<file path="src/rtl/peridot_scif_rx_arbiter.sv">
// peridot_scif_rx_arbiter
// Round-robin arbiter sharing the SCIF RXD byte serializer among NUM_CH
// byte sources. Inserts a channel-select header (7C, 80|ch) whenever the
// granted channel differs from the last announced one, and escapes data
// bytes equal to 7C/7D as 7D, byte^20 so the host can demultiplex.
//
// Optional feature: define PERIDOT_SCIF_ARB_RESYNC_EN to forget the announced
// channel after RESYNC_IDLE fully idle cycles, so the next grant re-emits the
// header even for the same channel.
//
// state    | meaning
// ---------+-------------------------------------------------------------
// S_IDLE   | arbitrating; picks next valid channel after grant_ch
// S_HDR_ESC| loading header escape 7C
// S_HDR_CH | loading channel byte 80|grant_ch, latching it as announced
// S_DATA   | forwarding bytes of grant_ch, up to MAX_BURST
// S_DATA_ESC| loading the second half (byte^20) of an escaped data byte
`timescale 1ns/1ps
module peridot_scif_rx_arbiter #(
    parameter int NUM_CH      = 4,
    parameter int MAX_BURST   = 16,
    parameter int RESYNC_IDLE = 1024
) (
    input  logic                scif_clock_sig,
    input  logic                reset_sig,
    input  logic [NUM_CH-1:0]   req_valid,
    input  logic [8*NUM_CH-1:0] req_data,
    output logic [NUM_CH-1:0]   req_ready,
    output logic                ser_valid,
    output logic [7:0]          ser_data,
    input  logic                ser_ready,
    output logic [2:0]          grant_ch,
    output logic                busy
);

    localparam logic [7:0] ESC_CH    = 8'h7C;
    localparam logic [7:0] ESC_DAT   = 8'h7D;
    localparam logic [7:0] BURST_LIM = 8'(MAX_BURST);

    typedef enum logic [2:0] {
        S_IDLE,
        S_HDR_ESC,
        S_HDR_CH,
        S_DATA,
        S_DATA_ESC
    } state_t;

    state_t     state;
    logic [2:0] cur_ch;
    logic       cur_ch_valid;
    logic       cur_valid_eff;
    logic [7:0] burst_cnt;
    logic [7:0] burst_nxt;
    logic [7:0] esc_byte;
    logic       slot_free;
    logic       gnt_valid;
    logic [7:0] gnt_byte;
    logic       pick_found;
    logic [2:0] pick_ch;

    assign slot_free = !ser_valid || ser_ready;
    assign burst_nxt = burst_cnt + 8'd1;
    assign busy      = (state != S_IDLE) || ser_valid;

    // Round-robin pick starting one past the last granted channel.
    always_comb begin
        pick_found = 1'b0;
        pick_ch    = grant_ch;
        for (int k = 1; k <= NUM_CH; k++) begin
            for (int i = 0; i < NUM_CH; i++) begin
                if (!pick_found && req_valid[i] && ((int'(grant_ch) + k) % NUM_CH == i)) begin
                    pick_found = 1'b1;
                    pick_ch    = 3'(i);
                end
            end
        end
    end

    // Granted channel's request, and the ready strobe back to it only.
    always_comb begin
        gnt_valid = 1'b0;
        gnt_byte  = 8'h00;
        req_ready = '0;
        for (int i = 0; i < NUM_CH; i++) begin
            if (grant_ch == 3'(i)) begin
                gnt_valid = req_valid[i];
                gnt_byte  = req_data[8*i +: 8];
                if (state == S_DATA) req_ready[i] = slot_free;
            end
        end
    end

`ifdef PERIDOT_SCIF_ARB_RESYNC_EN
    localparam logic [15:0] IDLE_LIM = 16'(RESYNC_IDLE);
    logic [15:0] idle_cnt;
    logic        idle_cnt_en;
    logic        idle_hit;

    assign idle_cnt_en   = (state == S_IDLE) && !ser_valid;
    assign idle_hit      = idle_cnt_en && (idle_cnt + 16'd1 == IDLE_LIM);
    assign cur_valid_eff = cur_ch_valid && !idle_hit;

    // Saturating count of fully idle cycles; any activity restarts it.
    always_ff @(posedge scif_clock_sig or posedge reset_sig) begin
        if (reset_sig)            idle_cnt <= 16'd0;
        else if (!idle_cnt_en)    idle_cnt <= 16'd0;
        else if (idle_cnt != IDLE_LIM) idle_cnt <= idle_cnt + 16'd1;
    end
`else
    assign cur_valid_eff = cur_ch_valid;
`endif

    // Arbitration FSM and the registered output byte slot.
    always_ff @(posedge scif_clock_sig or posedge reset_sig) begin
        if (reset_sig) begin
            state        <= S_IDLE;
            ser_valid    <= 1'b0;
            ser_data     <= 8'hFF;
            grant_ch     <= 3'(NUM_CH - 1);
            cur_ch       <= 3'd0;
            cur_ch_valid <= 1'b0;
            burst_cnt    <= 8'd0;
            esc_byte     <= 8'h00;
        end else begin
            if (slot_free) ser_valid <= 1'b0;
            case (state)
                S_IDLE: begin
                    if (pick_found) begin
                        grant_ch  <= pick_ch;
                        burst_cnt <= 8'd0;
                        state     <= (!cur_valid_eff || pick_ch != cur_ch) ? S_HDR_ESC : S_DATA;
                    end
                end
                S_HDR_ESC: begin
                    if (slot_free) begin
                        ser_valid <= 1'b1;
                        ser_data  <= ESC_CH;
                        state     <= S_HDR_CH;
                    end
                end
                S_HDR_CH: begin
                    if (slot_free) begin
                        ser_valid    <= 1'b1;
                        ser_data     <= 8'h80 | {5'b0, grant_ch};
                        cur_ch       <= grant_ch;
                        cur_ch_valid <= 1'b1;
                        state        <= S_DATA;
                    end
                end
                S_DATA: begin
                    if (!gnt_valid) begin
                        state <= S_IDLE;
                    end else if (slot_free) begin
                        ser_valid <= 1'b1;
                        burst_cnt <= burst_nxt;
                        if (gnt_byte == ESC_CH || gnt_byte == ESC_DAT) begin
                            ser_data <= ESC_DAT;
                            esc_byte <= gnt_byte ^ 8'h20;
                            state    <= S_DATA_ESC;
                        end else begin
                            ser_data <= gnt_byte;
                            if (burst_nxt == BURST_LIM) state <= S_IDLE;
                        end
                    end
                end
                S_DATA_ESC: begin
                    if (slot_free) begin
                        ser_valid <= 1'b1;
                        ser_data  <= esc_byte;
                        state     <= (burst_cnt == BURST_LIM) ? S_IDLE : S_DATA;
                    end
                end
                default: state <= S_IDLE;
            endcase
`ifdef PERIDOT_SCIF_ARB_RESYNC_EN
            if (idle_hit) cur_ch_valid <= 1'b0;
`endif
        end
    end

endmodule
</file>
<file path="config.mk">
export PLATFORM = sky130hd
export DESIGN_NAME = peridot_scif_rx_arbiter
export DESIGN_NICKNAME = d
export VERILOG_FILES = /design/src/rtl/peridot_scif_rx_arbiter.sv
export SDC_FILE = /design/constraint.sdc
export NUM_CORES = 1
export LEC_CHECK = 0
export ABC_AREA = 0
export BUFFER_PORTS_ARGS = -buffer_cell sky130_fd_sc_hd__buf_4
export CAP_MARGIN = 20
export CORE_MARGIN = 8
export CORE_UTILIZATION = 30
export CTS_CLUSTER_DIAMETER = 200
export DETAILED_ROUTE_END_ITERATION = 8
export PLACE_DENSITY_LB_ADDON = 0.25
export SETUP_SLACK_MARGIN = 0.2
export SLEW_MARGIN = 10
export SYNTH_ARGS = -nofsm -noshare
export SYNTH_HDL_FRONTEND = slang
export SYNTH_SLANG_ARGS = --single-unit
</file>
<file path="constraint.sdc">
create_clock -name scif_clock_sig -period 3.33 [get_ports scif_clock_sig]
set_input_delay 0.1665 -clock scif_clock_sig [delete_from_list [all_inputs] [get_ports scif_clock_sig]]
set_output_delay 0.1665 -clock scif_clock_sig [all_outputs]
set_load 0.02 [all_outputs]
</file>
## Word-level counts from Yosys, hierarchy flattened

Cells that the tools add are included.

- Logic and storage cells: 193
- Output and inout bits: 17
- Bits of input ports: 39
- Register bits after elaboration: 35

- Equality and inequality tests: 32
- Reductions and logical operators: 72
- Bitwise gates (word level): 5
- Mux-type cells: 71
- Add/subtract/negate cells: 5

Operators with widths:

| operator | count |
|---|---|
| logical NOT 32 bit | 4 |
| 2-to-1 mux 8 bit | 13 |
| 2-to-1 mux 3 bit | 24 |
| one-hot mux 8 bit (4 select lines) | 1 |
| logical AND 1 bit | 31 |
| 2-to-1 mux 1 bit | 28 |
| equality test 3 bit (second input constant) | 9 |
| equality test 3 x 2 -> 1 bit (second input constant) | 8 |
| logical NOT 1 bit | 17 |
| equality test 8 x 5 -> 1 bit (second input constant) | 2 |
| equality test 8 x 7 -> 1 bit (second input constant) | 2 |
| one-hot mux 8 bit (2 select lines) | 1 |
| one-hot mux 3 bit (5 select lines) | 1 |
| != test 2 bit (second input constant) | 6 |
| AND reduction 6 bit | 2 |
| adder 8 x 1 -> 8 bit (second input constant) | 1 |
| AND reduction 4 bit | 2 |
| OR reduction 2 bit | 4 |
| equality test 3 x 1 -> 1 bit (second input constant) | 2 |
| logical NOT 3 bit | 2 |
| adder 2 x 1 -> 2 bit (second input constant) | 2 |
| adder 2 bit (second input constant) | 2 |
| AND 1 bit (first input constant) | 4 |
| logical OR 1 bit | 4 |
| 11 further kinds | 13 |

## Longest topological paths before layout

Gate-level depths: netlist of the first run.

- Word-level depth: 71
- Mapped depth: 9
- Gate-level depth less buffers: 6

## Worst setup path after synthesis of the first run

OpenSTA, ideal clock, no wires.

- Kind: register to register
- Start point: register grant_ch[0]
- End point: register state[0]
- Setup time: 125 ps
- Period minus slack after synthesis: 2395 ps
- Cell stages (with the launch flop): 6
- Required time: 3205 ps
- Path buffers: 1
- Data arrival time: 2270 ps
- Slack: 935 ps
- Cells stage by stage: dfstp_2 > buf_6 > mux4_2 > or4_4 > a2bb2oi_2 > mux2_2

- Longest elaborated chain between the ends: 68
- Elaborated cells between the ends (all ways): 113
- Classes of those cells: 4 x add/sub; 20 x eq/ne; 28 x mux; 4 x bitwise; 57 x reduce/logical

RTL lines:

| element | line | text |
|---|---|---|
| start: declaration | 32 | `output logic [2:0] grant_ch,` |
| start signal: assignment | 119 | `grant_ch <= 3'(NUM_CH - 1);` |
| start signal: assignment | 129 | `grant_ch <= pick_ch;` |
| adder 2 x 1 -> 2 bit | 71 | `if (!pick_found && req_valid[i] && ((int'(grant_ch) + k) % NUM_CH == i)) begin` |
| OR reduction 2 bit (no source line) | -- |  |
| AND 1 bit (no source line) | -- |  |
| logical NOT 32 bit | 71 |  |
| logical AND 1 bit | 71 |  |
| 2-to-1 mux 1 bit | 71 |  |
| logical NOT 1 bit | 71 |  |
| logical AND 1 bit (2 in a row) | 71 |  |
| (+49 left out) | -- |  |
| logical NOT 1 bit | 71 |  |
| logical AND 1 bit (2 in a row) | 71 |  |
| 2-to-1 mux 1 bit | 71 |  |
| logical NOT 1 bit | 71 |  |
| logical AND 1 bit (2 in a row) | 71 |  |
| 2-to-1 mux 1 bit | 71 |  |
| != test 2 bit (no source line) | -- |  |
| AND reduction 6 bit (no source line) | -- |  |
| end signal: assignment | 131 | `state <= (!cur_valid_eff \|\| pick_ch != cur_ch) ? S_HDR_ESC : S_DATA;` |
| end signal: assignment | 170 | `state <= (burst_cnt == BURST_LIM) ? S_IDLE : S_DATA;` |
| end: declaration | 48 | `state_t state;` |

Parallel ways exist; a longest one is shown, timed or not. The select of a mux whose other input is x is not followed.
A chain may end at the register's enable or synchronous reset.

## Worst setup path after layout of the first run

- Start point: register grant_ch[0]
- End point: register esc_byte[0]

- Longest elaborated chain between the ends: 8
- Elaborated cells between the ends (all ways): 16
- Classes of those cells: 5 x eq/ne; 8 x mux; 3 x reduce/logical

RTL lines:

| element | line | text |
|---|---|---|
| logical NOT 3 bit | 85 | `if (grant_ch == 3'(i)) begin` |
| 2-to-1 mux 8 bit (4 in a row) | 85 |  |
| equality test 8 x 7 -> 1 bit | 156 | `if (gnt_byte == ESC_CH \|\| gnt_byte == ESC_DAT) begin` |
| logical OR 1 bit | 156 |  |
| AND reduction 4 bit (no source line) | -- |  |
| end signal: assignment | 158 | `esc_byte <= gnt_byte ^ 8'h20;` |
| end: declaration | 54 | `logic [7:0] esc_byte;` |

Parallel ways exist; a longest one is shown, timed or not.

==> flow_metrics.py, run 1 <==
metrics = {
    "drt": {
        "drt_iter0_markers": 80,
        "drt_first_pass_iters": 4,
        "drtAntennaViolNets": 0,
        "detail_route.wirelength_um": 5950,
        "detail_route.vias_per_cell": 4.91,
        "dr_total_vias": 1886,
        "wire_per_inst_um": 15.5,
        "drcViolationCount": 0,
    },
    "placement": {
        "postPlaceCellArea_um2": 2710,
        "placedCellCount": 374,
        "place_congestion": 0.809,
        "dp_hpwl_um": 4590,
        "io_buffers": 55,
        "detailedPlace.worstSlack_ns": 0.751,
    },
    "layout": {
        "antenna_cells": 0,
        "final_layout_size_suffix_gt1_frac": 0.337,
        "finalInstanceArea_um2": 2830,
        "final_instance_count_without_filler_cells": 384,
        "post_synthesis_to_final_layout_area_growth_pct": 28.9,
        "fill_cells": 745,
        "regArea_um2": 888,
        "fin_nets": 325,
        "multiInputGateArea_um2": 1210,
    },
    "global_routing": {
        "grt_max_degree": 28,
        "grt_overflow": 0,
        "grt_pass1_wl_um": 9820,
        "grt_usage": 0.120,
        "vias_in_the_first_global_route": 1932,
        "antenna_violations_before_repair": 0,
    },
    "worst_hold_path": {
        "hold_start": "req_valid[0]",
        "worstHoldPathType": "input pin to register",
        "hold_end": "grant_ch[0]",
        "timing.hold.worst_path_depth": 3,
    },
    "worst_setup_path": {
        "r2r_end": "esc_byte[0]",
        "worst_r2r_path_depth": 4,
        "worst_ep_required_time_ns": 3.51,
        "startpoint_type": "register",
        "crit_path_end_kind": "register",
        "worst-path-max-fanout": 19,
        "signal_arrival_time_at_the_worst_endpoint_ns": 2.76,
        "r2r-start": "grant_ch[0]",
        "type_of_the_setup_path_with_the_least_slack": "register to register",
        "worst-r2r-setup-slack_ns": 0.75,
    },
    "sta": {
        "fmax_mhz": 387,
        "post-route-min-period_ns": 2.58,
        "finalHoldViolCount": 0,
        "setup-tns-final_ns": 0,
        "tightestPinTransition_ns": 0.570,
        "setup_violations": 0,
        "worst_slew_margin_relative_to_its_limit": 0.620,
        "postLayoutSetupSlackWorst_ns": 0.748,
        "unrepaired_setup_endpoints_after_global_routing": "no",
        "hold_ws_ns": 0.275,
        "final.period_utilization": 0.775,
        "timing.clock.skew_ns": 0.00491,
        "final-max-slew-violation-count": 0,
    },
    "synth": {
        "synth.ff_latch_count": 35,
        "synth_nets": 270,
        "synth-async-reset-ratio": 1.00,
        "synth_seq_area_share": 0.404,
        "synthTopCellsByCount": "25 x dfrtp_1, 25 x nand2_1, 21 x o21ai_0",
        "netlist_area_um2": 2200,
        "synthTopCellsByArea": "dfrtp_1 28%, dfstp_2 12%, mux4_1 7.2%, o21ai_0 4.8%, nand2_1 4.3%",
        "netlist.top_cell.by_area": "dfrtp_1",
        "synth_largest_type_area_fraction": 0.285,
        "synthesis.instances": 229,
        "yosysWarnings": 0,
        "number_of_flops_mapped_to_enable_cells_by_yosys": 0,
        "dominantRegCellSynth": "dfrtp_1",
        "avgSynthCellArea_um2": 9.60,
        "netlist-cell-type-count": 51,
    },
    "die": {
        "io_pins": 56,
        "design.die.area_um2": 10300,
        "floorplan.initialDensity": 0.306,
        "placementRows": 31,
        "fp.coreArea_um2": 7180,
        "die_h_um": 102,
        "die_w_um": 102,
    },
    "cts": {
        "cts-htree-levels": 2,
        "clkLatencyLatePin_ns": 0.29,
        "cts_hold_buf": 0,
        "numClockSinks": 35,
        "postCtsSetupBuffers": 0,
        "tritoncts.num_buffers": 5,
        "cts_buffer_depth": 2,
        "cts_root_buffer": "clkbuf_8",
        "tritoncts": "done",
        "cts_clock_pin_slew_for_the_worst_setup_and_hold_paths_ns": 0.08,
        "post_cts_resized": 0,
    },
    "pwr": {
        "power.ir.vdd_worst_mv": 0.360,
        "power-per-cell-area_nw_per_um2": 738,
        "p_leak_nw": 1.27,
    },
    "run_status": {
        "run_status": "finished clean",
    },
    "run": {
        "max_cap_violations": 0,
    },
}
## power by group
part | internal (W) | total, W | switching [W]
Combinational | 0.000488 | 0.00103 | 0.000538
Clock | 0.000146 | 0.000309 | 0.000163
Sequential | 0.000578 | 0.000755 | 0.000176
## through the flow
| stage | util | total power, W |
|---|---|---|
| after floorplan | - | 0.00147 |
| after detailed placement | 0.377 | 0.00180 |
| after global routing | 0.395 | 0.00227 |
| after CTS | 0.390 | 0.00211 |
| final | 0.395 | 0.00209 |
| after global placement | 0.377 | 0.00179 |
## worst max-delay path by stage
stage / startpoint / endpoint / slack, ns
5_1_grt: grant_ch[0] / ser_data[6] / 0.55
2_1_floorplan: grant_ch[0] / state[0] / 0.94
6_report: grant_ch[0] / esc_byte[0] / 0.75
4_1_cts: grant_ch[0] / state[0] / 0.75
3_5_place_dp: grant_ch[0] / esc_byte[0] / 0.75
3_3_place_gp: grant_ch[0] / esc_byte[0] / 0.78
## sequential cells by signal, summed over array words and instances (netlist names)
name / count
burst_cnt: 8
cur_ch: 3
cur_ch_valid: 1
esc_byte: 8
grant_ch: 3
ser_data: 8
ser_valid: 1
state: 3
## metal layers
metal / global-route usage / wire (um)
met5: 0 / 0
met4: 0.0435 / 104
met3: 0.0241 / 185
met2: 0.181 / 2750
met1: 0.165 / 2910
## placed cells by master (no fill, tap or decap), types with 3 or more instances in the layout
master    netlist  final
a21o_1          3      3
a21oi_1        11     11
and3_1          7      7
buf_4           0     60
clkbuf_8        0      5
dfrtp_1        25     25
dfstp_2        10     10
inv_1           9      9
mux2_2          5      5
mux4_1          6      6
mux4_2          3      3
nand2_1        25     25
nand2b_1        6      6
nand3_1        12     12
nor2_1         12     12
nor2b_1         7      7
nor3_1          5      5
o21ai_0        21     21
o31ai_1         6      6
or2_2           4      4
xnor2_1         4      4
## final cells by class
| type | count | area share |
|---|---|---|
| Clock inverter | 3 | 0.00707 |
| Sequential cell | 35 | 0.314 |
| Timing Repair Buffer | 62 | 0.172 |
| Inverter | 9 | 0.0119 |
| Clock buffer | 5 | 0.0243 |
| Tap cell | 99 | 0.0437 |
| Multi-Input combinational cell | 171 | 0.427 |
## critical path: stages (launching register included)
cell and delay (ns):
dfstp_2 0.81, mux4_1 0.64, or4_4 0.48, nor2_4 0.17, mux2_2 0.35
## cell families (layout without fill, tap and decap cells)
kind of cell	Yosys count	after routing	share of synthesized area
fa+ha+maj	2	2	0.0114
simple gates	90	90	0.214
xor+xnor	5	5	0.0199
compound gates	59	59	0.172
buf+inv	23	79	0.0455
mux	15	15	0.133
flops	35	35	0.404
Power figures use the tool's default switching activity.
==> run 2: changes to the inputs <==
==> constraint.sdc (replaced) <==
create_clock -name scif_clock_sig -period 2.4 [get_ports scif_clock_sig]
set_input_delay 0.12 -clock scif_clock_sig [delete_from_list [all_inputs] [get_ports scif_clock_sig]]
set_output_delay 0.12 -clock scif_clock_sig [all_outputs]
set_load 0.02 [all_outputs]
==> run 2 against run 1 <==
Routed wire length rose by 6.5%. Global-route usage grew 1.0 points. Non-clock buffer count is 16 higher. Maximum frequency increased by 11%. Sequential power rose by 20%. Count of clock-buffer cells in the layout is the same. Final area is 5.1% higher. Critical path type unchanged. Critical endpoint is now state[0]. Largest power group unchanged.
==> flow_metrics.py, run 2 (synthesized netlist as in run 1, its figures left out) <==
metrics = {
    "sta": {
        "tightestPinTransition_ns": 0.472,
        "final.period_utilization": 0.969,
        "timing.clock.skew_ns": 0.0109,
        "worst_slew_margin_relative_to_its_limit": 0.685,
        "post-route-min-period_ns": 2.33,
        "unrepaired_setup_endpoints_after_global_routing": "yes",
        "postLayoutSetupSlackWorst_ns": 0.0736,
        "final-max-slew-violation-count": 0,
        "finalHoldViolCount": 0,
        "fmax_mhz": 430,
        "setup_violations": 0,
        "setup-tns-final_ns": 0,
    },
    "pwr": {
        "p_leak_nw": 1.36,
        "power.ir.vdd_worst_mv": 0.370,
        "power-per-cell-area_nw_per_um2": 1110,
    },
    "cts": {
        "cts_buffer_depth": 2,
        "tritoncts": "done",
        "cts_root_buffer": "clkbuf_8",
        "tritoncts.num_buffers": 5,
        "cts-htree-levels": 2,
        "cts_clock_pin_slew_for_the_worst_setup_and_hold_paths_ns": 0.09,
        "clkLatencyLatePin_ns": 0.30,
        "numClockSinks": 35,
    },
    "worst_setup_path": {
        "worst-path-max-fanout": 4,
        "type_of_the_setup_path_with_the_least_slack": "register to register",
        "timing.critical_path.slowest_cell_delay_ns": 0.61,
        "startpoint_type": "register",
        "critPathSlowestCell": "dfstp_2",
        "worst_ep_required_time_ns": 2.58,
        "critical_path.cell_chain": "mux4_2 -> or4_4 -> a2bb2oi_2 -> mux2_2",
        "crit_path_end_kind": "register",
        "signal_arrival_time_at_the_worst_endpoint_ns": 2.50,
    },
    "layout": {
        "final_layout_size_suffix_gt1_frac": 0.395,
        "most_frequent_cells_in_the_layout": "74 x buf_4, 25 x dfrtp_1, 24 x nand2_1, 21 x o21ai_0",
        "antenna_cells": 0,
        "layout_top_registers": "burst_cnt (8), esc_byte (8), ser_data (8)",
        "post_synthesis_to_final_layout_area_growth_pct": 35.5,
        "fin_nets": 341,
        "commonest_non_fill_non_tap_cell_in_the_layout": "buf_4",
    },
    "drt": {
        "drt_first_pass_iters": 5,
        "drcViolationCount": 0,
        "detail_route.wirelength_um": 6340,
        "drtAntennaViolNets": 0,
        "drt_iter0_markers": 102,
        "detail_route.vias_per_cell": 5.03,
        "dr_total_vias": 2012,
        "wire_per_inst_um": 15.8,
    },
    "placement": {
        "io_buffers": 55,
        "dp_hpwl_um": 4730,
        "detailedPlace.worstSlack_ns": 0.0529,
        "place_congestion": 0.868,
    },
    "die": {
        "die_w_um": 102,
        "floorplan.initialDensity": 0.306,
        "die_h_um": 102,
        "placementRows": 31,
        "design.die.area_um2": 10300,
        "fp.coreArea_um2": 7180,
        "io_pins": 56,
    },
    "global_routing": {
        "grt_max_degree": 36,
        "grt_usage": 0.130,
        "antenna_violations_before_repair": 0,
        "grt_pass1_wl_um": 10500,
        "grt_overflow": 0,
        "vias_in_the_first_global_route": 1993,
    },
    "worst_hold_path": {
        "worstHoldPathType": "input pin to register",
    },
    "run_status": {
        "run_status": "finished clean",
    },
    "run": {
        "max_cap_violations": 0,
    },
}
## run 2: cell types whose count changed in the layout (fill, tap and decap cells not counted), sizes merged
cell      before  now
clkbuf         5    6
clkinv         1    2
buf           61   76
bufinv         0    1
clkinvlp       2    0
## run 2: what timing repair did
| action | in CTS | in global routing |
|---|---|---|
| hold buffers | 1 | 0 |
| pin swaps | 2 | 4 |
| endpoints found under the hold margin | 25 | 0 |
| buffers inserted | 4 | 1 |
| gates resized for setup | 6 | 2 |
| endpoints found under the setup margin | 13 | 11 |
## run 2: worst max-delay path: cells and delay by family, from the launching register on
family	cells	cell delay [ns]
and+or+nand+nor	1	0.54
AOI/OAI and AO/OA	1	0.18
DFF	1	0.61
muxes	2	0.88
## run 2: stage by stage
step	instances	area, um2	utilization	total power [W]	hold WS (ns)
floorplan	229	2210	-	0.00205	0.267
global placement	386	2830	0.394	0.00266	0.275
detailed placement	386	2830	0.394	0.00266	0.277
CTS	399	2970	0.413	0.00330	0.206
global route	400	2980	0.415	0.00355	0.222
finish	400	2980	0.415	0.00330	0.205
## run 2: final cells by class
type | count | area, um2
Clock buffer | 5 | 68.8
Clock inverter | 3 | 43.8
Fill cell | 720 | 4200
Inverter | 9 | 33.8
Multi-Input combinational cell | 171 | 1210
Sequential cell | 35 | 888
Tap cell | 99 | 124
Timing Repair Buffer | 78 | 613
## run 2: final timing paths
path	endpoint	from	cells after the start	slack, ns
setup reg to reg	state[0]	grant_ch[0]	4	0.07
min in group asynchronous	burst_cnt[4]	reset_sig	4	0.49
hold / removal	grant_ch[0]	req_valid[0]	3	0.21
max in group asynchronous	ser_data[5]	reset_sig	4	1.55
hold reg to reg	ser_data[3]	ser_data[3]	2	0.47
setup / recovery	state[0]	grant_ch[0]	4	0.07
## run 2: power breakdown
group	switching (W)	total (W)	internal (W)
combinational	0.000956	0.00184	0.000882
clock	0.000243	0.000552	0.000309
sequential	0.000106	0.000906	0.000800
total	0.00130	0.00330	0.00199
## run 2: routing by layer
metal  global-route usage  routed length (um)
met1                0.171                2840
met2                0.199                2930
met3               0.0296                 422
met4               0.0561                 142
met5                    0                   0
